<file path="config.mk">
export PLATFORM = sky130hd
export DESIGN_NAME = seq_det_param_moore
export DESIGN_NICKNAME = d
export VERILOG_FILES = /design/src/rtl/seq_det_param_moore.sv
export SDC_FILE = /design/constraint.sdc
export NUM_CORES = 1
export LEC_CHECK = 0
export ABC_AREA = 1
export CAP_MARGIN = 20
export CELL_PAD_IN_SITES_DETAIL_PLACEMENT = 0
export CELL_PAD_IN_SITES_GLOBAL_PLACEMENT = 2
export CORE_UTILIZATION = 18
export CTS_CLUSTER_SIZE = 20
export DETAILED_ROUTE_END_ITERATION = 6
export HOLD_SLACK_MARGIN = 0.05
export PLACE_DENSITY_LB_ADDON = 0.25
export REMOVE_ABC_BUFFERS = 1
export SETUP_SLACK_MARGIN = 0.3
export SYNTH_ARGS = -nofsm -noshare
export SYNTH_HDL_FRONTEND = slang
export SYNTH_SLANG_ARGS = --single-unit
</file>
<file path="constraint.sdc">
create_clock -name clk_i -period 1.15 [get_ports clk_i]
set_clock_uncertainty 0.05 [all_clocks]
set_input_delay 0.345 -clock clk_i [delete_from_list [all_inputs] [get_ports clk_i]]
set_output_delay 0.345 -clock clk_i [all_outputs]
set_load 0.1 [all_outputs]
</file>
<file path="src/rtl/seq_det_param_moore.sv">
// Parametrised multi-pattern Moore sequence detector on a serial bit stream.
// Optional saturating hit counter enabled by defining SEQ_DET_COUNT_EN.
module seq_det_param_moore #(
  parameter int unsigned PAT_LEN = 3,
  parameter int unsigned NUM_PAT = 2,
  parameter int unsigned CNT_W   = 8
) (
  input  logic                       clk_i,
  input  logic                       rstn_i,
  input  logic                       in_i,
  input  logic [NUM_PAT*PAT_LEN-1:0] pat_i,
  input  logic                       ovl_i,
  output logic [NUM_PAT-1:0]         match_o,
  output logic                       out_o
`ifdef SEQ_DET_COUNT_EN
  ,
  output logic [CNT_W-1:0]           match_cnt_o
`endif
);

  localparam int unsigned FillW = $clog2(PAT_LEN + 1);
  localparam logic [FillW-1:0] FillFull = FillW'(PAT_LEN);

  logic [PAT_LEN-1:0] hist_q, hist_d;
  logic [FillW-1:0]   fill_q, fill_d, fill_inc;
  logic [NUM_PAT-1:0] match_q, hit;
  logic               out_q;

  always_comb begin
    hist_d   = {hist_q[PAT_LEN-2:0], in_i};
    fill_inc = (fill_q == FillFull) ? fill_q : fill_q + FillW'(1);
    hit      = '0;
    for (int unsigned k = 0; k < NUM_PAT; k++) begin
      hit[k] = (fill_inc == FillFull) && (hist_d == pat_i[k*PAT_LEN +: PAT_LEN]);
    end
    // Non-overlap mode restarts the fill so the next hit needs PAT_LEN fresh bits.
    fill_d = (!ovl_i && (|hit)) ? '0 : fill_inc;
  end

  always_ff @(posedge clk_i) begin
    if (!rstn_i) begin
      hist_q  <= '0;
      fill_q  <= '0;
      match_q <= '0;
      out_q   <= 1'b0;
    end else begin
      hist_q  <= hist_d;
      fill_q  <= fill_d;
      match_q <= hit;
      out_q   <= |hit;
    end
  end

  assign match_o = match_q;
  assign out_o   = out_q;

`ifdef SEQ_DET_COUNT_EN
  logic [CNT_W-1:0] cnt_q;

  always_ff @(posedge clk_i) begin
    if (!rstn_i) begin
      cnt_q <= '0;
    end else if ((|hit) && (cnt_q != {CNT_W{1'b1}})) begin
      cnt_q <= cnt_q + CNT_W'(1);
    end
  end

  assign match_cnt_o = cnt_q;
`endif

endmodule

</file>
==> metrics.cfg, run 1 <==
[run_status]
status = complete, no violations

[route]
wirelength_um = 692
avgViaCountPerCell = 3.51
drcViolationCount = 0
drt_pass1_iterations = 4
drtIter0Drc = 1
drtAntennaViolNets = 0
wl_per_cell_um = 6.92
dr_total_vias = 351

[hold_path]
holdCritPathClass = in2reg
holdCritStartpoint = in_i

[synth]
yosysSeqAreaShare_pct = 42.4
yosysWarnings = 0
synthesis.area_um2 = 330
post_synth.cell_area_avg_um2 = 5.90
ys_seq_elements = 7
synth_cells = 56
synth_cell_type_count = 7

[worst_setup_path]
reg2reg_to = fill_q[0]
crit_buf_inv = 1
critPathLaunch = match_o[1]
end_kind = output pin
slowest_stage = dfxtp_2
reg2regPathDepth = 8
cp_max_fo = 1
critPathArrivalTime_ns = 0.75
crit_type = reg2out
crit_chain = buf_12
critPathMaxStageDelay_ns = 0.34
worstSetupEndpoint = match_o[1]
required_ns = 0.75
worst-path-stages = 1
r2r_start = hist_q[0]
cp-start-kind = flip-flop
r2r_slack_ns = 0.12
critPathTopFamily = flip-flops

[cells_and_area]
drive_gt1_share_pct = 40.0
mostFrequentLayoutCells = 18 x nand2_1, 10 x inv_1, 7 x dlygate4sd2_1
num_antenna_cells = 0
syn_to_final_growth_pct = 84.5
layout.nets = 86
final_common_cell = nand2_1

[floorplan]
ios = 13
coreArea_um2 = 1730
die_y_um = 44.8
fp.dieW_um = 44.8
num_rows = 15
start_util_pct = 19.1
dieArea_um2 = 2010

[clocking]
clkSinkCount = 7
cts_root_buffer = clkbuf_4
worstSkewPairLatency_ns = 0.24
h-tree-depth = 1
clkTransAtPathRegs_ns = 0.05
cts_tree = done
clockBufferDepth = 2
cts_made_buffers = 3

[timing]
max_slew_margin_pct = 86.0
tightest_slew_ns = 0.209
tns_ns = 0
clock.fmax_mhz = 872
hold_viol = 0
min_period_over_period_pct = 99.7
slew_viol_final = 0
setup_viol = 0
finalWorstSetupSlack_ns = 0.00326
min_period_ns = 1.15
rsz0062_at_grt = true

[placed_design]
place_ws_ns = -0.486
place.gp.congestion = 0.676
port_buffers = 12
hpwl_um = 562

[pwr]
p_sw_mw = 0.165
peakVddDrop_mv = 0.479
powerDensity_nw_per_um2 = 1000
pwr-share-clk_pct = 35.3
p_int_mw = 0.447
combPwrFrac_pct = 21.0
switching_share_pct = 26.9
p_leak_nw = 0.315
seqPwrFrac_pct = 43.6

[global_routing]
antenna_found_initial = 0
grt.total_usage_pct = 8.01
grt_max_degree = 5
grt_pass1_vias = 292
globalRouteOverflowTotal = 0
grt_pass1_wl_um = 1090

[flow_run]
maxCapViolCount = 0

==> area by class of cell <==
cell class              instances  area, um2
inverters                      13       48.8
clock buffers                   4       26.3
flip-flops and latches          7        149
multi-input cells              36        178
well taps                      25       31.3
repair buffers                 15        176
fillers                       199       1120
==> worst min-delay path, stage by stage <==
cell and delay [ns]:
clkdlybuf4s15_2 0.21, nand2_1 0.06, inv_1 0.04
==> power groups by stage <==
stage / Combinational [mW] / Clock (mW) / Sequential [mW]
after global placement: 0.122 / 0 / 0.272
after global routing: 0.141 / 0.250 / 0.269
after floorplan: 0.0445 / 0 / 0.288
after detailed placement: 0.121 / 0 / 0.272
after CTS: 0.116 / 0.230 / 0.268
final: 0.129 / 0.216 / 0.267
==> state kept, by name, indices dropped and copies added (netlist names) <==
signal	count
fill_q	2
hist_q	2
match_o	2
out_o	1
==> per-stage QoR <==
| step | hold WS [ns] | instances | total power, mW | utilization [%] | cell area [um2] |
|---|---|---|---|---|---|
| 2_1_floorplan | 0.388 | 56 | 0.333 | - | 330 |
| 3_3_place_gp | 0.419 | 95 | 0.394 | 30.5 | 527 |
| 3_5_place_dp | 0.418 | 95 | 0.393 | 30.5 | 527 |
| 4_1_cts | 0.390 | 99 | 0.615 | 32.5 | 561 |
| 5_1_grt | 0.413 | 100 | 0.660 | 35.3 | 609 |
| 6_report | 0.393 | 100 | 0.611 | 35.3 | 609 |
==> worst min-delay path by stage <==
| stage | depth (start not counted) | endpoint |
|---|---|---|
| 4_1_cts | 3 | hist_q[0] |
| 5_1_grt | 3 | hist_q[0] |
| 6_report | 3 | hist_q[0] |
| 3_3_place_gp | 2 | fill_q[1] |
| 2_1_floorplan | 2 | hist_q[0] |
| 3_5_place_dp | 2 | fill_q[1] |
==> synth_stat cells <==
| cell | instances | area (um2) |
|---|---|---|
| dfxtp_1 | 7 | 140 |
| nor2_1 | 10 | 37.5 |
| inv_1 | 11 | 41.3 |
| nand2_1 | 23 | 86.3 |
| inv_2 | 2 | 7.51 |
| a21oi_1 | 1 | 5.00 |
| nor2_2 | 2 | 12.5 |
==> cells by family (layout without fill, tap and decap cells) <==
kind of cell,count (synthesis),in the layout,synth area share (%)
simple gates,35,35,41.3
buf+inv,13,32,14.8
flops,7,7,42.4
compound gates,1,1,1.51
==> repair_timing <==
| action | 4_1_cts | 5_1_grt |
|---|---|---|
| setup endpoints to repair | 10 | 8 |
| pin swaps | 8 | 9 |
| gates cloned | 0 | 0 |
| resized for setup | 19 | 13 |
| hold buffers | 0 | 0 |
| buffers inserted | 0 | 1 |
==> per-layer routing <==
metal / vias to the layer above / global-route usage, % / wire length [um]
met5: - / 0 / 0
met4: 0 / 1.82 / 0
met3: 0 / 6.00 / 50
met2: 7 / 12.4 / 343
met1: 150 / 8.80 / 299
li1: 194 / - / -
Power figures use the tool's default switching activity.
==> run 2, diff against run 1 <==
- CORE_UTILIZATION: 18 -> 25
- CTS_CLUSTER_SIZE: 20 -> 40
- DONT_BUFFER_PORTS: not set -> 1
==> run 2 against run 1 <==
The run now ends with negative setup slack left. Largest cell class unchanged. Setup slack worse by 0.0076 ns. Via count is 11% lower. Cell area is 21% lower. First-iteration DRC count is 100% higher. Worst hold slack worse by 0.25 ns. Count of clock-buffer cells in the layout stayed put. Maximum frequency is 0.66% lower. Global-route usage is 3.6 points higher. Critical endpoint unchanged. Combinational power is 25% lower. Critical path depth stayed put. Clock power hardly changed.
==> metrics.cfg, run 2 (same netlist as run 1, synthesis figures left out) <==
[placed_design]
port_buffers = 0
place.gp.congestion = 0.686
hpwl_um = 451
place_ws_ns = 0.0355

[worst_setup_path]
end_kind = output pin
r2r_start = hist_q[0]
critPathLaunch = match_o[1]
crit_type = reg2out
reg2reg_to = fill_q[0]
required_ns = 0.75
critPathMaxStageDelay_ns = 0.34
reg2regPathDepth = 9
crit_buf_inv = 1
worst-path-stages = 1
critPathArrivalTime_ns = 0.76
r2r_slack_ns = 0.09
crit_chain = buf_12
worstSetupEndpoint = match_o[1]
cp-start-kind = flip-flop
critPathTopFamily = flip-flops
cp_max_fo = 1
slowest_stage = dfxtp_2

[cells_and_area]
fillers = 136
layout.nets = 75
syn_to_final_growth_pct = 46.2
num_antenna_cells = 0
final_common_cell = nand2_1
drive_gt1_share_pct = 37.5
mostFrequentLayoutCells = 18 x nand2_1, 11 x inv_1, 8 x nor2_1

[pwr]
powerDensity_nw_per_um2 = 1200
peakVddDrop_mv = 0.644
p_leak_nw = 0.259
power_mw = 0.582

[floorplan]
start_util_pct = 28.2
fp.dieW_um = 38.4
dieArea_um2 = 1470
ios = 13
die_y_um = 38.4
num_rows = 12
coreArea_um2 = 1170

[hold_path]
holdCritPathClass = in2reg

[clocking]
cts_tree = done
clkTransAtPathRegs_ns = 0.05
h-tree-depth = 1
worstSkewPairLatency_ns = 0.25
clkSinkCount = 7
clockBufferDepth = 2
cts_root_buffer = clkbuf_4
cts_made_buffers = 3

[timing]
finalWorstSetupSlack_ns = -0.00437
slew_viol_final = 0
clock.fmax_mhz = 866
rsz0062_at_grt = true
hold_viol = 0
timing.hold.ws_ns = 0.145
min_period_over_period_pct = 100
setup_viol = 2
max_slew_margin_pct = 87.4
tightest_slew_ns = 0.188
min_period_ns = 1.15

[global_routing]
grt_max_degree = 5
grt_pass1_vias = 285
grt.total_usage_pct = 11.6
antenna_found_initial = 0
grt_pass1_wl_um = 1100
globalRouteOverflowTotal = 0

[route]
drtIter0Drc = 2
avgViaCountPerCell = 4.01
dr_total_vias = 313
drtAntennaViolNets = 0
drcViolationCount = 0
drt_pass1_iterations = 2
wirelength_um = 631
wl_per_cell_um = 8.09

[run_status]
violations = negative setup slack
status = complete, but fails checks

[flow_run]
maxCapViolCount = 0

[run 2: through the flow]
step,area (um2),cells,setup TNS (ns),util [%]
after floorplan,330,56,-0.462,-
after global placement,408,73,0,34.8
after detailed placement,408,73,0,34.8
after CTS,458,78,-0.0145,39.1
after global routing,483,78,-0.122,41.2
final,483,78,-0.00709,41.2
[run 2: how the worst min path moves through the flow]
| stage | slack (ns) | from | end | cells after the start |
|---|---|---|---|---|
| finish | 0.15 | rstn_i | hist_q[1] | 2 |
| global route | 0.14 | in_i | hist_q[0] | 2 |
| CTS | 0.14 | rstn_i | hist_q[1] | 2 |
| detailed placement | 0.40 | in_i | hist_q[0] | 2 |
| global placement | 0.40 | rstn_i | hist_q[1] | 2 |
| floorplan | 0.39 | in_i | hist_q[0] | 2 |
[run 2: final cells by class]
cell class | count | area (um2) | area share [%]
inverter | 13 | 51.3 | 10.6
multi-input combinational | 36 | 168 | 34.7
sequential | 7 | 149 | 30.8
clock buffer | 4 | 26.3 | 5.44
timing repair buffer | 4 | 71.3 | 14.8
tap | 14 | 17.5 | 3.63
[run 2: routing by layer]
layer / GRT usage [%] / vias up / wire [um]
li1: - / 172 / -
met1: 11.3 / 130 / 250
met2: 19.5 / 9 / 329
met3: 6.98 / 2 / 47
met4: 5.17 / 0 / 4
met5: 0 / - / 0
[run 2: repair_timing]
action / CTS / global route
setup endpoints to repair: 8 / 8
hold buffers: 0 / 0
pin swaps: 6 / 6
resized for setup: 8 / 9
setup buffers: 1 / 0
[run 2: power breakdown]
group          internal, mW  switching, mW  leakage [nW]  total [mW]
sequential            0.257         0.0111        0.0600       0.268
combinational        0.0387         0.0576         0.184      0.0963
clock                 0.132         0.0857        0.0150       0.218
total                 0.427          0.154         0.259       0.582
==> run 3, diff against run 2 <==
- CORE_MARGIN: not set -> 2
==> run 3 against run 2 <==
The flow now finishes without violations. Worst hold slack improved by 0.0024 ns. Cell area fell by 0.78%. Register-to-register slack got worse by 0.02 ns. Total power down 1.5%. Sequential power about the same. Setup slack improved by 0.0096 ns. Critical path type unchanged.
==> metrics.cfg, run 3 (same netlist as run 1, synthesis figures left out) <==
[timing]
tightest_slew_ns = 0.125
rsz0062_at_grt = true
min_period_over_period_pct = 99.5
hold_viol = 0
max_slew_margin_pct = 91.7
setup_viol = 0
slew_viol_final = 0
min_period_ns = 1.14
tns_ns = 0
timing.hold.ws_ns = 0.148
clock.fmax_mhz = 874

[cells_and_area]
mostFrequentLayoutCells = 22 x nand2_1, 10 x inv_1, 9 x nor2_1
layout.nets = 76
stdcell_area_um2 = 479
num_antenna_cells = 0
syn_to_final_growth_pct = 45.1
stdcell_count = 80
drive_gt1_share_pct = 33.8
fillers = 154
final_common_cell = nand2_1

[route]
dr_total_vias = 309
wl_per_cell_um = 7.73
drcViolationCount = 0
drtIter0Drc = 2
avgViaCountPerCell = 3.86
drt_pass1_iterations = 3
drtAntennaViolNets = 0
wirelength_um = 618

[pwr]
pwr-share-clk_pct = 37.5
p_int_mw = 0.426
switching_share_pct = 25.7
p_sw_mw = 0.147
peakVddDrop_mv = 0.691
seqPwrFrac_pct = 46.9
p_leak_nw = 0.263
power_mw = 0.573
combPwrFrac_pct = 15.6
powerDensity_nw_per_um2 = 1200

[worst_setup_path]
cp_max_fo = 1
slowest_stage = dfxtp_2
crit_buf_inv = 1
reg2regPathDepth = 9
worst-path-stages = 1
critPathTopFamily = flip-flops
cp-start-kind = flip-flop
critPathMaxStageDelay_ns = 0.33
required_ns = 0.75
end_kind = output pin
crit_type = reg2out
critPathArrivalTime_ns = 0.75
crit_chain = buf_12
r2r_slack_ns = 0.07

[global_routing]
grt_pass1_vias = 281
antenna_found_initial = 0
globalRouteOverflowTotal = 0
grt_pass1_wl_um = 1080
grt.total_usage_pct = 10.9
grt_max_degree = 5

[floorplan]
num_rows = 13
coreArea_um2 = 1270
fp.dieW_um = 40.4
die_y_um = 40.4
start_util_pct = 26.0
ios = 13
dieArea_um2 = 1630

[hold_path]
whs_path_depth = 2
holdCritPathClass = in2reg

[clocking]
clkTransAtPathRegs_ns = 0.05
clkSinkCount = 7
worstSkewPairLatency_ns = 0.25
h-tree-depth = 1
postCtsHoldBufs = 0
cts_made_buffers = 3
clockBufferDepth = 2
cts_tree = done
cts_root_buffer = clkbuf_4

[placed_design]
placed_area_um2 = 417
dp_cells = 75
place.gp.congestion = 0.728
hpwl_um = 491
port_buffers = 0

[flow_run]
maxCapViolCount = 0

[run_status]
status = complete, no violations

run 3: cell count changes in the layout (fill, tap and decap cells not counted):
cell	delta
nand2_2	-4
dfxtp_1	-1
nor2_1	+1
dfxtp_2	+1
buf_6	+1
inv_2	+1
inv_1	-1
nand2_1	+4
nor2_4	-1
run 3: power by group through the flow:
stage	clock, mW	sequential, mW	combinational [mW]
floorplan	0	0.288	0.0445
global placement	0	0.272	0.0835
detailed placement	0	0.272	0.0830
CTS	0.228	0.270	0.0892
global route	0.248	0.270	0.102
finish	0.215	0.269	0.0894
run 3: repair_timing:
action                     4_1_cts  5_1_grt
resized for setup               11        3
pin swaps                        5        8
hold endpoints to repair         0        0
setup endpoints to repair        8        8
setup buffers                    1        0
run 3: final timing paths:
kind | end | from
setup reg to reg | fill_q[1] | hist_q[0]
setup / recovery | match_o[1] | match_o[1]
hold / removal | hist_q[0] | in_i
hold reg to reg | hist_q[1] | hist_q[0]
run 3: area by class of cell:
cell class / instances / area (um2) / area share [%]
flip-flops and latches: 7 / 150 / 31.3
multi-input cells: 36 / 150 / 31.3
repair buffers: 5 / 82.6 / 17.2
inverters: 13 / 51.3 / 10.7
clock buffers: 4 / 26.3 / 5.48
well taps: 15 / 18.8 / 3.92
run 3: worst reg2reg max path, cell delays in order (launching register included):
cell	delay, ns
dfxtp_4	0.36
inv_4	0.04
nand2_2	0.04
nand2_1	0.04
nor2_1	0.10
nand2_1	0.10
nand2_1	0.09
nand2_1	0.05
nand2_1	0.07
nor2_1	0.04
run 3: metal layers:
layer | GRT usage (%) | share of wire [%] | vias to the layer above | wire length [um]
li1 | - | - | 174 | -
met1 | 11.8 | 42 | 127 | 258
met2 | 15.5 | 50 | 8 | 312
met3 | 10.0 | 7.6 | 0 | 47
met4 | 2.50 | 0 | 0 | 0
met5 | 0 | 0 | - | 0
run 3: per-stage QoR:
step	setup WS (ns)	utilization, %
after global routing	-0.0673	37.8
final	0.00520	37.8
after CTS	-0.00890	37.2
after detailed placement	0.0633	32.8
after floorplan	-0.154	-
after global placement	0.0683	32.8
